### src/rtl/reg_file_wb.sv
// reg_file_wb: architectural register file (R0..R7, SP, IH, T, RA) written by WB,
// with two decode read ports and same-cycle write-to-read bypass.
module reg_file_wb #(
    parameter int DATA_W  = 16,
    parameter int ADDR_W  = 4,
    parameter int NUM_GPR = 8
) (
    input  logic              clk,
    input  logic              rst,
    input  logic              wb_en,
    input  logic [ADDR_W-1:0] wb_addr,
    input  logic [DATA_W-1:0] wb_data,
    input  logic [ADDR_W-1:0] rd_addr_a,
    input  logic [ADDR_W-1:0] rd_addr_b,
    output logic [DATA_W-1:0] rd_data_a,
    output logic [DATA_W-1:0] rd_data_b,
    output logic [DATA_W-1:0] ih_out,
    output logic [DATA_W-1:0] t_out,
    output logic [DATA_W-1:0] sp_out,
    output logic [15:0]       wb_count
);
    localparam int NUM_REGS = NUM_GPR + 4;
    localparam logic [ADDR_W-1:0] SP_CODE = ADDR_W'(NUM_GPR);
    localparam logic [ADDR_W-1:0] IH_CODE = ADDR_W'(NUM_GPR + 1);
    localparam logic [ADDR_W-1:0] T_CODE  = ADDR_W'(NUM_GPR + 2);
    localparam logic [ADDR_W-1:0] LIMIT   = ADDR_W'(NUM_REGS);

    logic [DATA_W-1:0] r_regs [NUM_REGS];
    logic [15:0]       r_wb_count;
    logic              w_wr_ok;
    logic              w_byp_a;
    logic              w_byp_b;
    logic              w_byp_ih;
    logic              w_byp_t;
    logic              w_byp_sp;
    logic [DATA_W-1:0] w_stored_a;
    logic [DATA_W-1:0] w_stored_b;

    // Reserved codes and NONE neither write nor bypass.
    assign w_wr_ok = wb_en && (wb_addr < LIMIT);

    always_ff @(posedge clk) begin
        if (rst) begin
            for (int i = 0; i < NUM_REGS; i++) r_regs[i] <= '0;
            r_wb_count <= '0;
        end else if (w_wr_ok) begin
            r_regs[wb_addr] <= wb_data;
            r_wb_count      <= r_wb_count + 16'd1;
        end
    end

    always_comb begin
        w_stored_a = (rd_addr_a < LIMIT) ? r_regs[rd_addr_a] : '0;
        w_stored_b = (rd_addr_b < LIMIT) ? r_regs[rd_addr_b] : '0;
        w_byp_a    = w_wr_ok && (wb_addr == rd_addr_a);
        w_byp_b    = w_wr_ok && (wb_addr == rd_addr_b);
        w_byp_ih   = w_wr_ok && (wb_addr == IH_CODE);
        w_byp_t    = w_wr_ok && (wb_addr == T_CODE);
        w_byp_sp   = w_wr_ok && (wb_addr == SP_CODE);
        rd_data_a  = w_byp_a  ? wb_data : w_stored_a;
        rd_data_b  = w_byp_b  ? wb_data : w_stored_b;
        ih_out     = w_byp_ih ? wb_data : r_regs[IH_CODE];
        t_out      = w_byp_t  ? wb_data : r_regs[T_CODE];
        sp_out     = w_byp_sp ? wb_data : r_regs[SP_CODE];
    end

    assign wb_count = r_wb_count;
endmodule

### config.mk
export PLATFORM = sky130hd
export DESIGN_NAME = reg_file_wb
export DESIGN_NICKNAME = d
export VERILOG_FILES = /design/src/rtl/reg_file_wb.sv
export SDC_FILE = /design/constraint.sdc
export NUM_CORES = 1
export LEC_CHECK = 0
export ABC_AREA = 1
export CORE_MARGIN = 1
export CORE_UTILIZATION = 26
export DETAILED_ROUTE_END_ITERATION = 10
export HOLD_SLACK_MARGIN = 0.03
export PLACE_DENSITY = 0.4
export SYNTH_ARGS = -nofsm -noshare
export SYNTH_HDL_FRONTEND = slang
export SYNTH_SLANG_ARGS = --single-unit
### constraint.sdc
create_clock -name clk -period 6.9 [get_ports clk]
set_input_delay 2.07 -clock clk [delete_from_list [all_inputs] [get_ports clk]]
set_output_delay 2.07 -clock clk [all_outputs]
set_load 0.05 [all_outputs]
==> results.json <==
{
  "status": "completed",
  "synth_area_um2": 13050,
  "max-cap-violations": 0,
  "setup_tns_ns": 0,
  "vias": 12711,
  "worstMarginPinSlew_ns": 1.128,
  "gp_congestion": 0.8920,
  "grt_antenna_before_repair": 0,
  "finalMaxSlewViolations": 0,
  "peakVddDrop_v": 0.0001322,
  "drc_errors": 0,
  "clock-sinks": 208,
  "max_slew_margin_pct": 24.61,
  "met2_usage_pct": 37.26,
  "cts_max_level": 1,
  "root_buffer": "clkbuf_16",
  "grt.met1_usage_pct": 32.98,
  "setup_viol": 0,
  "io_buffers": 126,
  "cp_max_fo": 24,
  "required_ns": 4.83,
  "synth.area.top_cells": "edfxtp_1 (44%), nand2_1 (17%), nand3_1 (11%)",
  "finalNetCount": 1993,
  "fp-row-count": 81,
  "track_usage_pct": 23.23,
  "dpl.hpwl_um": 40660,
  "leakage_nw": 7.658,
  "diodes": 0,
  "post_cts_buffers": 0,
  "core_um2": 49250,
  "fin_area_um2": 16730,
  "post-route-period-util_pct": 95.31,
  "io_pins": 127,
  "die-width_um": 226.0,
  "clockBufferDepth": 3,
  "rsz0062_at_grt": "false",
  "cts_buffers": 26,
  "synth_fp_nets": 1890,
  "antenna_left": 0,
  "yosysSeqAreaShare_pct": 46.63,
  "grt.busiest_layer": "met2",
  "gr-total-overflow": 0,
  "wl_per_cell_um": 22.45,
  "first_pass_iters": 6,
  "synth-edff-count": 192,
  "die_h_um": 226.0,
  "total_power_mw": 3.712,
  "ys.flop_type": "edfxtp_1",
  "finClkSkew_ns": 0.004170,
  "clock_latency_ns": 0.56,
  "post-route-util_pct": 33.96,
  "fmax_mhz": 152.1,
  "ys_ff_latch": 208,
  "initial_utilization_pct": 26.50,
  "stdcell_count": 2644,
  "synth_common_cells": "nand2_1 (582), nand3_1 (294), inv_1 (262)",
  "dp_cells": 2597,
  "powerDensity_nw_per_um2": 221.9,
  "synth_area_leader_cell": "edfxtp_1",
  "die_area_um2": 51100,
  "min_period_ns": 6.576,
  "synth.distinct_cells": 33,
  "grt_pass1_wl_um": 85590,
  "cts_tree": "done",
  "syn_avg_cell_area_um2": 7.024,
  "cts_resized": 0,
  "path_clk_slew_ns": 0.06,
  "syn_inst": 1858,
  "hold_path_class": "flip-flop to flip-flop",
  "place_area_um2": 15920,
  "arrival_ns": 4.51,
  "start_kind": "input pin",
  "worstSetupEndpointType": "output pin",
  "async_flop_share_pct": 0,
  "syn2layout_area_growth_pct": 28.18,
  "grtUsageMet3_pct": 2.758,
  "hold_buffers": 0,
  "yosysWarnings": 0,
  "viasPerCell": 4.807,
  "grt_max_degree": 78,
  "layout-drive-gt1-share_pct": 10.76,
  "first_iter_violations": 1287,
  "drt-total-wl_um": 59350,
  "yosysMostFrequentCell": "nand2_1",
  "synth_top_area_share_pct": 44.18,
  "crit_type": "input pin to output pin",
  "hold_violations": 0,
  "first_global_vias": 11939
}
critical path, stage by stage:
cell,delay [ns]
clkdlybuf4s50_1,0.65
inv_1,0.18
nand2_1,0.09
nand2_1,0.05
nor2_1,0.12
nand3_2,0.47
buf_4,0.37
nand2_1,0.06
inv_1,0.04
a21oi_1,0.22
buf_12,0.18
cell type report:
class | instances | area [um2]
fillers | 5298 | 32530
flip-flops and latches | 208 | 6086
multi-input cells | 1263 | 5415
repair buffers | 193 | 2575
inverters | 269 | 1012
well taps | 664 | 830.8
clock buffers | 40 | 754.5
clock inverters | 7 | 55.05
cells in the final DEF, fill, tap and decap left out:
cell type	synthesis	final
nor4_1	1	1
edfxtp_1	192	192
buf_12	0	82
nand2_4	1	1
nand3_1	294	294
inv_1	262	260
nor2_4	3	3
nand2_2	10	10
nor3_1	4	4
clkinv_2	0	4
clkbuf_16	0	27
clkinv_1	2	6
nand3b_1	1	1
inv_2	5	5
o21a_1	1	1
nor2_1	251	251
xor2_1	2	2
nor2_8	1	1
dfxtp_1	16	16
clkbuf_8	0	3
nand4_1	4	4
nor3b_1	1	1
clkdlybuf4s50_1	0	42
o21ai_1	13	13
nor4_4	1	1
a31oi_1	2	2
ha_1	1	1
nor3_4	1	1
bufinv_16	0	1
buf_4	0	67
o21ai_0	43	43
a21oi_1	39	39
nand3_2	3	3
clkbuf_1	55	10
buf_2	42	2
nand2_1	582	582
xnor2_1	2	2
nor2_2	2	2
power by group:
group / internal [mW] / total, mW / switching (mW)
Sequential: 1.44 / 1.46 / 0.0201
Combinational: 0.303 / 0.897 / 0.595
Clock: 0.782 / 1.35 / 0.571
Total: 2.53 / 3.71 / 1.19
flip-flops by register name, indices dropped and copies added, names as in the netlist:
signal    count
r_regs      192
wb_count     16
per-layer routing:
| metal | share of wire, % | vias to the layer above | wire [um] |
|---|---|---|---|
| met1 | 46 | 6125 | 27040 |
| met2 | 46 | 459 | 27280 |
| met5 | 0 | - | 0 |
| met4 | 2.4 | 0 | 1406 |
| li1 | - | 6050 | - |
| met3 | 6.1 | 77 | 3625 |
per-stage QoR:
| step | hold slack, ns | worst slack, ns |
|---|---|---|
| 3_3_place_gp | 0.4982 | 0.3585 |
| 2_1_floorplan | 0.7001 | 0.9304 |
| 4_1_cts | 0.5135 | 0.3034 |
| 6_report | 0.5144 | 0.3237 |
| 3_5_place_dp | 0.5036 | 0.2960 |
| 5_1_grt | 0.5410 | 0.1220 |
kinds of logic after synthesis:
family	count (synthesis)	synth area share, %
compound gates	98	3.796
xor+xnor	4	0.2685
fa+ha+maj	1	0.09585
buf+inv	387	11.88
flops	208	46.63
simple gates	1160	37.33
path summary, 6_finish.rpt:
path                                   from            to  slack (ns)  depth (start not counted)
worst min-delay path            wb_count[9]   wb_count[9]        0.51                          2
worst max register to register  wb_count[0]  wb_count[15]        5.30                          6
worst max-delay path             wb_addr[0]  rd_data_b[3]        0.32                         11
worst min register to register  wb_count[9]   wb_count[9]        0.51                          2
No activity file was read; power rests on OpenSTA's default activity.
